--- config.mk ---
export PLATFORM = sky130hd
export DESIGN_NAME = flash_sched
export DESIGN_NICKNAME = d
export VERILOG_FILES = /design/src/rtl/flash_sched.sv
export SDC_FILE = /design/constraint.sdc
export NUM_CORES = 1
export LEC_CHECK = 0
export BUFFER_PORTS_ARGS = -buffer_cell sky130_fd_sc_hd__buf_4
export CAP_MARGIN = 30
export CORE_MARGIN = 2
export CORE_UTILIZATION = 30
export CTS_CLUSTER_SIZE = 25
export DETAILED_ROUTE_END_ITERATION = 12
export SYNTH_ARGS = -nofsm -noshare
export SYNTH_HDL_FRONTEND = slang
export SYNTH_SLANG_ARGS = --single-unit
--- constraint.sdc ---
create_clock -name clk -period 2.2 [get_ports clk]
set_input_delay 0.11 -clock clk [delete_from_list [all_inputs] [get_ports clk]]
set_output_delay 0.11 -clock clk [all_outputs]
set_load 0.02 [all_outputs]
--- src/rtl/flash_sched.sv ---
// flash_sched: round-robin LED flash scheduler; define FLASH_SCHED_LATCH_EN to latch request edges
module flash_sched #(
  parameter int NREQ = 4,
  parameter int ON_CYC = 4,
  parameter int OFF_CYC = 4,
  parameter int BLINKS = 3
) (
  input  logic            clk,
  input  logic            rst,
  input  logic [NREQ-1:0] req,
  output logic            ld,
  output logic            busy,
  output logic [NREQ-1:0] gnt,
  output logic            done
);
  localparam int MX = (ON_CYC > OFF_CYC) ? ON_CYC : OFF_CYC;
  localparam int PW = (MX > 1) ? $clog2(MX) : 1;
  localparam int BW = (BLINKS > 1) ? $clog2(BLINKS) : 1;
  localparam int AW = $clog2(NREQ);
  typedef enum logic [1:0] {IDLE, ON, OFF} state_t;
  state_t state, nstate;
  logic [PW-1:0] cnt, ncnt;
  logic [BW-1:0] blk, nblk;
  logic [AW-1:0] ptr, win, idx;
  logic [NREQ-1:0] elig, pick;
  logic take;
  assign take = (state == IDLE) && |elig;
  assign pick = {{(NREQ-1){1'b0}}, 1'b1} << win;
  assign ld = state == ON;
  assign busy = state != IDLE;
`ifdef FLASH_SCHED_LATCH_EN
  logic [NREQ-1:0] pending, req_q;
  assign elig = pending;
  always_ff @(posedge clk)
    if (rst) begin
      pending <= '0;
      req_q <= '0;
    end else begin
      pending <= (pending & ~(take ? pick : '0)) | (req & ~req_q);
      req_q <= req;
    end
`else
  assign elig = req;
`endif
  always_comb begin
    win = ptr;
    idx = ptr;
    for (int k = NREQ - 1; k >= 0; k--) begin
      idx = AW'((int'(ptr) + k) % NREQ);
      if (elig[idx]) win = idx;
    end
  end
  always_comb begin
    nstate = state;
    ncnt = cnt + 1'b1;
    nblk = blk;
    unique case (state)
      IDLE: begin
        ncnt = '0;
        nblk = '0;
        if (|elig) nstate = ON;
      end
      ON: if (cnt == PW'(ON_CYC - 1)) begin
        nstate = OFF;
        ncnt = '0;
      end
      OFF: if (cnt == PW'(OFF_CYC - 1)) begin
        ncnt = '0;
        if (blk == BW'(BLINKS - 1)) nstate = IDLE;
        else begin
          nstate = ON;
          nblk = blk + 1'b1;
        end
      end
      default: nstate = IDLE;
    endcase
  end
  always_ff @(posedge clk)
    if (rst) begin
      state <= IDLE;
      cnt <= '0;
      blk <= '0;
      ptr <= '0;
      gnt <= '0;
      done <= 1'b0;
    end else begin
      state <= nstate;
      cnt <= ncnt;
      blk <= nblk;
      done <= (state == OFF) && (nstate == IDLE);
      if (take) begin
        gnt <= pick;
        ptr <= (win == AW'(NREQ - 1)) ? '0 : win + 1'b1;
      end else if (nstate == IDLE) gnt <= '0;
    end
endmodule

Word-level counts from Yosys, hierarchy flattened
Index checks and enable logic that the tools add are counted.
- bits in registers: 13
- input bits: 6
- output and inout port bits: 7
- logic and storage cells: 59
- add/sub/neg operators: 6
- order comparisons: 4
- equal/unequal tests: 7
- shift operators: 1
- multiplexer cells: 25
- reductions and logical operators: 10
- operators by type and width (operator ; number):
    $mux W2 ; 11
    $lt A2 B3 Y1 const B ; 4
    $add A2 B1 Y2 const B ; 4
    $bmux W1 S2 ; 4
    $eq A2 B2 Y1 const B ; 4
    $mux W4 ; 2
    $pmux W2 S2 ; 2
    $pmux W2 S3 ; 1
    $reduce_bool A2 Y1 ; 3
    $mux W1 ; 5
    $add A2 B2 Y2 const B ; 2
    $logic_not A2 Y1 ; 2
    $ne A2 B2 Y1 const B ; 2
    $reduce_or A4 Y1 ; 1
    $shl A1 B2 Y4 const A ; 1
    $reduce_and A3 Y1 ; 1
    $eq A2 B1 Y1 const B ; 1
    $logic_and A1 B1 Y1 ; 2
    $reduce_or A2 Y1 ; 1

Logic depth before layout (Yosys ltp)
Gate-level depths: netlist (run 1).
- depth in word-level cells: 9
- depth in mapped cells: 8
- gate-level depth less buffers: 8

Worst setup path before layout (run 1)
OpenSTA, ideal clock, no wires.
- kind: register to register
- start: reg state[1]
- end: reg gnt[0]
- data arrival time: 1.462 ns
- data required time: 2.068 ns
- path slack: 0.605 ns
- cell stages (with the launch flop): 7
- path buffers: 0
- period minus slack after synthesis: 1.595 ns
- cells stage by stage: dfxtp_1 inv_1 ha_1 a21o_1 a221o_1 o21ai_0 a21oi_1
- longest elaborated chain between the ends: 4
- RTL lines (item ; RTL line ; RTL):
    from (decl) ; 21 ; state_t state, nstate;
    from (signal assigned) ; 87 ; state <= nstate;
    $eq A2 B1 Y1 ; - ;
    via ld ; 11 ; output logic ld,
    $pmux W2 S3 ; 57 ; unique case (state)
    $logic_not A2 Y1 ; 94 ; end else if (nstate == IDLE) gnt <= '0;
    $reduce_bool A2 Y1 (no source line) ; - ;
    to (signal assigned) ; 92 ; gnt <= pick;
    to (decl) ; 13 ; output logic [NREQ-1:0] gnt,
The timed path passes the listed nets, and every way through them passes these cells.
A chain may end at the register's enable or synchronous reset.

Final worst setup path (run 1)
- start: reg ptr[1]
- end: reg ptr[1]
- longest elaborated chain between the ends: 9
- RTL lines (item ; RTL line ; RTL):
    from (decl) ; 24 ; logic [AW-1:0] ptr, win, idx;
    from (signal assigned) ; 93 ; ptr <= (win == AW'(NREQ - 1)) ? '0 : win + 1'b1;
    $add A2 B2 Y2 ; 49 ; idx = AW'((int'(ptr) + k) % NREQ);
    $bmux W1 S2 ; 50 ; if (elig[idx]) win = idx;
    $mux W1 (implied by the code) ; 50 ;
    $mux W2 (3 in a row) ; 50 ;
    $mux W2 (*) ; 50 ;
    $add A2 B1 Y2 or $eq A2 B2 Y1 (tied branches) ; 93 ;
    $mux W2 (*) ; 93 ;
Every way passes the cells marked *; elsewhere a longest branch is shown, timed or not. The select of a mux whose other input is x is not followed.

==> results of run 1 <==
-- power groups by stage --
stage / clock network (mW) / logic [mW] / registers [mW]
6_report: 0.148 / 0.160 / 0.272
5_1_grt: 0.167 / 0.181 / 0.276
4_1_cts: 0.152 / 0.162 / 0.272
3_5_place_dp: 0 / 0.162 / 0.277
3_3_place_gp: 0 / 0.157 / 0.276
2_1_floorplan: 0 / 0.100 / 0.283
-- sequential cells by signal (all words and copies together), names as in the netlist --
register,cells
gnt,4
blk,2
cnt,2
ptr,2
state,2
done,1
-- worst min-delay path by stage --
stage,end,depth (start not counted)
after floorplan,done$_SDFF_PP0_,1
after global placement,gnt[2]$_SDFFE_PP0P_,2
after detailed placement,done$_SDFF_PP0_,2
after CTS,gnt[1]$_SDFFE_PP0P_,2
after global routing,state[0]$_SDFF_PP0_,2
final,gnt[1]$_SDFFE_PP0P_,2
-- layer usage --
layer | track usage | vias up | share of wire
met5 | 0 | - | 0
met4 | 0.01045 | 0 | 0
met3 | 0.04684 | 0 | 0.062
met2 | 0.1735 | 16 | 0.46
met1 | 0.1514 | 307 | 0.48
li1 | - | 358 | -
-- synthesized netlist by cell type --
| library cell | number |
|---|---|
| nor3b_1 | 6 |
| nand3_1 | 1 |
| o22a_1 | 1 |
| a21boi_0 | 1 |
| ha_1 | 11 |
| clkbuf_1 | 2 |
| inv_1 | 12 |
| buf_2 | 1 |
| mux2i_1 | 2 |
| a221o_1 | 2 |
| a21oi_1 | 8 |
| nor4_2 | 1 |
| o21bai_1 | 1 |
| nor2_1 | 12 |
| nor3_1 | 1 |
| a21o_1 | 1 |
| a211oi_1 | 2 |
| dfxtp_1 | 13 |
| nor2b_1 | 1 |
| o22ai_1 | 4 |
| nand2_1 | 5 |
| o21ai_0 | 4 |
| a222oi_1 | 1 |
| nor3b_2 | 1 |
| or3_1 | 1 |
-- through the flow --
step	hold slack, ps	setup slack [ps]	instance area (µm²)
3_3_place_gp	398.4	465.6	915.9
3_5_place_dp	403.6	389.3	915.9
5_1_grt	112.5	248.1	943.4
6_report	106.1	397.5	943.4
4_1_cts	99.04	368.7	943.4
2_1_floorplan	180.7	605.3	793.3
-- final cells by class --
type | instances | share of cell area
clock inverters | 1 | 0.005305
well taps | 30 | 0.03979
multi-input cells | 67 | 0.5040
clock buffers | 3 | 0.02387
repair buffers | 13 | 0.1034
flip-flops and latches | 13 | 0.2759
inverters | 12 | 0.04775
-- kinds of logic after synthesis --
family          share of synthesized area
fa+ha+maj                          0.1735
compound gates                     0.2035
buf+inv                           0.07255
simple gates                       0.1971
flops                              0.3281
mux                               0.02524
-- critical path, delay by kind of cell (launching register included) --
| kind | cells | cell delay (ps) |
|---|---|---|
| adders and majority gates | 1 | 340 |
| DFF | 1 | 460 |
| muxes | 1 | 140 |
| and+or+nand+nor | 1 | 50 |
| AOI/OAI and AO/OA | 2 | 710 |
==> metrics.csv, run 1 <==
stage;metric;value;unit
floorplanning;dieWidth;55.42;µm
power_and_ir_drop;power.internal;0.3928;mW
cells_and_area;mostFrequentLayoutCells;dfxtp_1 (13), buf_4 (13), inv_1 (12), nor2_1 (12), ha_1 (11);
placed_design;dp.cells;135;
synthesis;synthCells;95;
grt;grt_pass1_vias;622;
grt;grt_use_total;0.1122;
synthesis;synth_top_cell_by_area;dfxtp_1;
routing;via_per_inst;4.899;
setup_path;r2r-start;ptr[1]$_SDFFE_PP0P_;
min_path;hold_start;rst;
synthesis;synth_area_per_cell;8.350;µm²
power_and_ir_drop;max-vdd-ir-drop;0.3414;mV
power_and_ir_drop;p_sw;0.1872;mW
setup_path;path_max_fanout;7;
clocking;ctsResizeCount;0;
routing;drt-total-wl;1.577;mm
synthesis;seq_area_frac_synth;0.3281;
clocking;post_cts_buffers;0;
floorplanning;coreArea;0.002500;mm²
sta;finalHoldViolations;0;
grt;grt_max_degree;14;
sta;rsz0062_at_grt;false;
cells_and_area;finalNonFillerCells;139;
grt;antenna_found_initial;0;
setup_path;r2r-end;ptr[1]$_SDFFE_PP0P_;
power_and_ir_drop;p_per_area;614.8;mW/mm²
clocking;clockRootBuffer;clkbuf_4;
min_path;hp-class;in -> reg;
power_and_ir_drop;power_frac_comb;0.276;
floorplanning;io_pins;13;
synthesis;synth_top_area_frac;0.3281;
setup_path;cp_cell_sequence;o22ai_1, a222oi_1, ha_1, mux2i_1, nor2_1;
clocking;htreeDepth;1;
floorplanning;initial_core_util;0.3173;
sta;finalCritPeriodShare;0.8193;
setup_path;critical_path.slowest_cell;a222oi_1;
setup_path;rr_worst_depth;5;
power_and_ir_drop;swShare;0.3227;
floorplanning;dieHeight;55.42;µm
sta;min_period;1802;ps
placed_design;io_buffer_count;12;
placed_design;routabilityCongestion;0.7853;
setup_path;crit_arrival;1980;ps
grt;grt_pass1_wl;2.801;mm
synthesis;ys_top_cells_by_area;dfxtp_1 (33%), ha_1 (17%), inv_1 (5.7%), nor2_1 (5.7%), nor3b_1 (5.7%);
clocking;cts_hold_buf;0;
clocking;clk_pin_slew;90;ps
clocking;ctsLongestPathBuffers;2;
sta;slew_headroom;0.5655;
routing;vias;681;
routing;drc;0;
cells_and_area;drive_above_1_share;0.1743;
cells_and_area;seqCellArea;260.3;µm²
setup_path;cpPeakStageDelay;580;ps
cells_and_area;multi_input_area;475.5;µm²
clocking;cts_tree;yes;
synthesis;ys_types;25;
sta;timing.setup.tns;0;ps
synthesis;ys_ff_latch;13;
setup_path;worstSetupEndpointType;register;
power_and_ir_drop;leakage;0.4226;nW
power_and_ir_drop;p_clk_frac;0.254;
run;maxCapViolations;0;
setup_path;crit_type;reg -> reg;
floorplanning;fp.dieArea;0.003071;mm²
grt;gr-total-overflow;0;
routing;wl_per_cell;11.35;µm
clocking;cts_sinks;13;
setup_path;cp-start-kind;register;
routing;first_pass_iters;4;
cells_and_area;n_antenna_cell;0;
cells_and_area;post-route-util;0.3774;
sta;setup_viol;0;
synthesis;synth_area;793.3;µm²
sta;clock.fmax;554.8;MHz
clocking;cts_buffers;3;
cells_and_area;area_delta_synth_final;18.93;%
outcome;status;finished, final reports clean;
power_and_ir_drop;power;0.5800;mW
setup_path;regToRegSetupSlack;400;ps
floorplanning;rows;18;
synthesis;ys_warn_count;0;
placed_design;dp_hpwl;1.241;mm
synthesis;syn_nets;112;
setup_path;cp.required;2380;ps
sta;worst_pin_slew;651.7;ps
sta;skew;11.84;ps
routing;drtAntennaViolNets;0;
setup_path;startpoint;ptr[1]$_SDFFE_PP0P_;
power_and_ir_drop;seqPwrFrac;0.469;
setup_path;cp-endpoint;ptr[1]$_SDFFE_PP0P_;
clocking;clock_latency;280;ps
routing;drt_iter0_markers;27;
sta;drv_slew;0;
cells_and_area;nets;127;
cells_and_area;fillers;257;
Note: power is estimated with default switching activity, not from simulation.
==> run 2, diff against run 1 <==
- clock period: 2.2 -> 1.65 ns (I/O delays scaled with it)
==> metrics.csv, run 2 (same netlist as run 1, synthesis figures left out) <==
stage;metric;value;unit;change
outcome;status;finished, final reports clean;;
clocking;ctsLongestPathBuffers;2;;unchanged
cells_and_area;mostFrequentLayoutCells;buf_4 (16), inv_1 (12), nor2_1 (12);;
power_and_ir_drop;p_sw;0.2682;mW;+43%
cells_and_area;drive_above_1_share;0.2982;;+0.1239
run;maxCapViolations;0;;unchanged
setup_path;rr_worst_depth;6;;+1
floorplanning;dieWidth;55.42;µm;unchanged
placed_design;io_buffer_count;12;;unchanged
cells_and_area;final_common_cell;buf_4;;
cells_and_area;top_register;gnt;;
grt;grt_pass1_vias;641;;+3.1%
placed_design;routabilityCongestion;0.7713;;-1.8%
setup_path;worstSetupEndpointType;register;;
clocking;cts_sinks;13;;unchanged
min_path;hp-class;in -> reg;;
routing;first_pass_iters;4;;unchanged
floorplanning;io_pins;13;;unchanged
routing;drc;0;;unchanged
setup_path;path_max_fanout;6;;-1
floorplanning;initial_core_util;0.3173;;unchanged
placed_design;dp.cells;139;;+3.0%
routing;vias;722;;+6.0%
sta;slew_headroom;0.7578;;+0.1923
setup_path;regToRegSetupSlack;50;ps;-350 ps
clocking;clockRootBuffer;clkbuf_4;;
grt;grt_pass1_wl;2.794;mm;-0.25%
min_path;hold_start;rst;;
routing;drt_iter0_markers;12;;-56%
clocking;cts_tree;yes;;
cells_and_area;n_antenna_cell;0;;unchanged
setup_path;r2r-start;state[1]$_SDFF_PP0_;;
floorplanning;dieHeight;55.42;µm;unchanged
sta;rsz0062_at_grt;true;;
routing;drtAntennaViolNets;0;;unchanged
setup_path;crit_arrival;1770;ps;-210 ps
sta;skew;5.930;ps;-5.909 ps
routing;wl_per_cell;12.62;µm;+11%
power_and_ir_drop;max-vdd-ir-drop;0.6117;mV;+79%
clocking;clk_pin_slew;80;ps;about the same
sta;worst_pin_slew;363.2;ps;-288.5 ps
setup_path;critical_path.slowest_cell;a221o_1;;
setup_path;r2r-end;gnt[3]$_SDFFE_PP0P_;;
power_and_ir_drop;p_clk_frac;0.239;;-0.015
sta;setup_viol;0;;unchanged
routing;via_per_inst;5.014;;+2.3%
clocking;clock_latency;280;ps;about the same
grt;grt_use_total;0.1152;;+0.002915
cells_and_area;finalNonFillerCells;144;;+3.6%
sta;finalHoldViolations;0;;unchanged
setup_path;crit_type;reg -> reg;;
power_and_ir_drop;leakage;0.4469;nW;+5.8%
power_and_ir_drop;seqPwrFrac;0.435;;-0.034
sta;min_period;1602;ps;-200.6 ps
power_and_ir_drop;power_frac_comb;0.326;;+0.050
power_and_ir_drop;swShare;0.3218;;-0.0009300
clocking;cts_buffers;3;;unchanged
cells_and_area;area_delta_synth_final;30.76;%;
power_and_ir_drop;power.internal;0.5653;mW;+44%
placed_design;dp_hpwl;1.307;mm;+5.4%
sta;drv_slew;0;;unchanged
sta;clock.fmax;624.3;MHz;+13%
cells_and_area;nets;132;;+3.9%
power_and_ir_drop;p_per_area;803.6;mW/mm²;+31%
min_path;hold_depth;2;;unchanged
grt;grt_max_degree;14;;unchanged
floorplanning;coreArea;0.002500;mm²;unchanged
floorplanning;rows;18;;unchanged
setup_path;cp_cell_sequence;inv_1, ha_2, a21o_1, a221o_1, o21ai_0, a21oi_1;;
clocking;htreeDepth;1;;unchanged
sta;finalCritPeriodShare;0.9708;;+0.1515
grt;antenna_found_initial;0;;unchanged
routing;drt-total-wl;1.817;mm;+15%
setup_path;cp.required;1820;ps;-560 ps
sta;holdWs;83.95;ps;-22.12 ps
grt;gr-total-overflow;0;;unchanged
floorplanning;fp.dieArea;0.003071;mm²;unchanged
setup_path;cp-start-kind;register;;
cells_and_area;largest_register_ffs;4;;unchanged
setup_path;cpPeakStageDelay;390;ps;-190 ps
min_path;worstHoldEndpoint;ptr[1]$_SDFFE_PP0P_;;
[run 2: area by class of cell]
class	instances	area, µm²
Sequential cell	13	271.5
Inverter	12	45.04
Clock buffer	4	26.28
Tap cell	30	37.54
Timing Repair Buffer	18	142.6
Fill cell	266	1463
Multi-Input combinational cell	67	514.2
[run 2: power groups by stage]
stage	Clock (mW)	Sequential, mW	Combinational (mW)
after global placement	0	0.366	0.232
after floorplan	0	0.377	0.133
final	0.199	0.362	0.272
after CTS	0.212	0.359	0.243
after global routing	0.227	0.365	0.303
after detailed placement	0	0.367	0.238
[run 2: worst max path at each step]
| stage | startpoint | cells after the start | slack [ps] | endpoint |
|---|---|---|---|---|
| floorplan | state[1]$_SDFF_PP0_ | 6 | 60 | gnt[0]$_SDFFE_PP0P_ |
| global placement | state[0]$_SDFF_PP0_ | 6 | 30 | gnt[2]$_SDFFE_PP0P_ |
| detailed placement | state[1]$_SDFF_PP0_ | 6 | -20 | gnt[2]$_SDFFE_PP0P_ |
| CTS | state[1]$_SDFF_PP0_ | 6 | 10 | gnt[2]$_SDFFE_PP0P_ |
| global route | state[0]$_SDFF_PP0_ | 7 | -50 | blk[1]$_SDFFE_PP0P_ |
| finish | state[1]$_SDFF_PP0_ | 6 | 50 | gnt[3]$_SDFFE_PP0P_ |
[run 2: repair_timing]
action                                  4_1_cts  5_1_grt
pin swaps                                     0        5
setup buffers                                 0        1
resized for setup                             1       16
endpoints found under the setup margin        1        9
hold buffers                                  0        0
[run 2: metrics by stage]
stage / setup WS [ps] / TNS [ps] / total power [mW] / cell area (µm²) / utilization
6_report: 48.10 / 0 / 0.8335 / 1037 / 0.4149
5_1_grt: -48.70 / -192.4 / 0.8945 / 1037 / 0.4149
4_1_cts: 13.93 / 0 / 0.8137 / 972.2 / 0.3889
3_5_place_dp: -23.54 / -23.54 / 0.6052 / 945.9 / 0.3784
3_3_place_gp: 26.99 / 0 / 0.5976 / 945.9 / 0.3784
2_1_floorplan: 55.32 / 0 / 0.5104 / 793.3 / -
[run 2: layer usage]
| layer | vias to the layer above | GRT usage | routed length [µm] |
|---|---|---|---|
| met4 | 0 | 0.03484 | 21 |
| met1 | 332 | 0.1414 | 850 |
| met3 | 2 | 0.05386 | 79 |
| met2 | 18 | 0.1786 | 865 |
| li1 | 370 | - | - |
| met5 | - | 0 | 0 |
[run 2: critical path: cells and delay by family (launching register included)]
family                   cells  cell delay (ps)
AO/OA/AOI/OAI                4              830
adder cells (fa/ha/maj)      1              210
buffers and inverters        1               80
flip-flops                   1              370
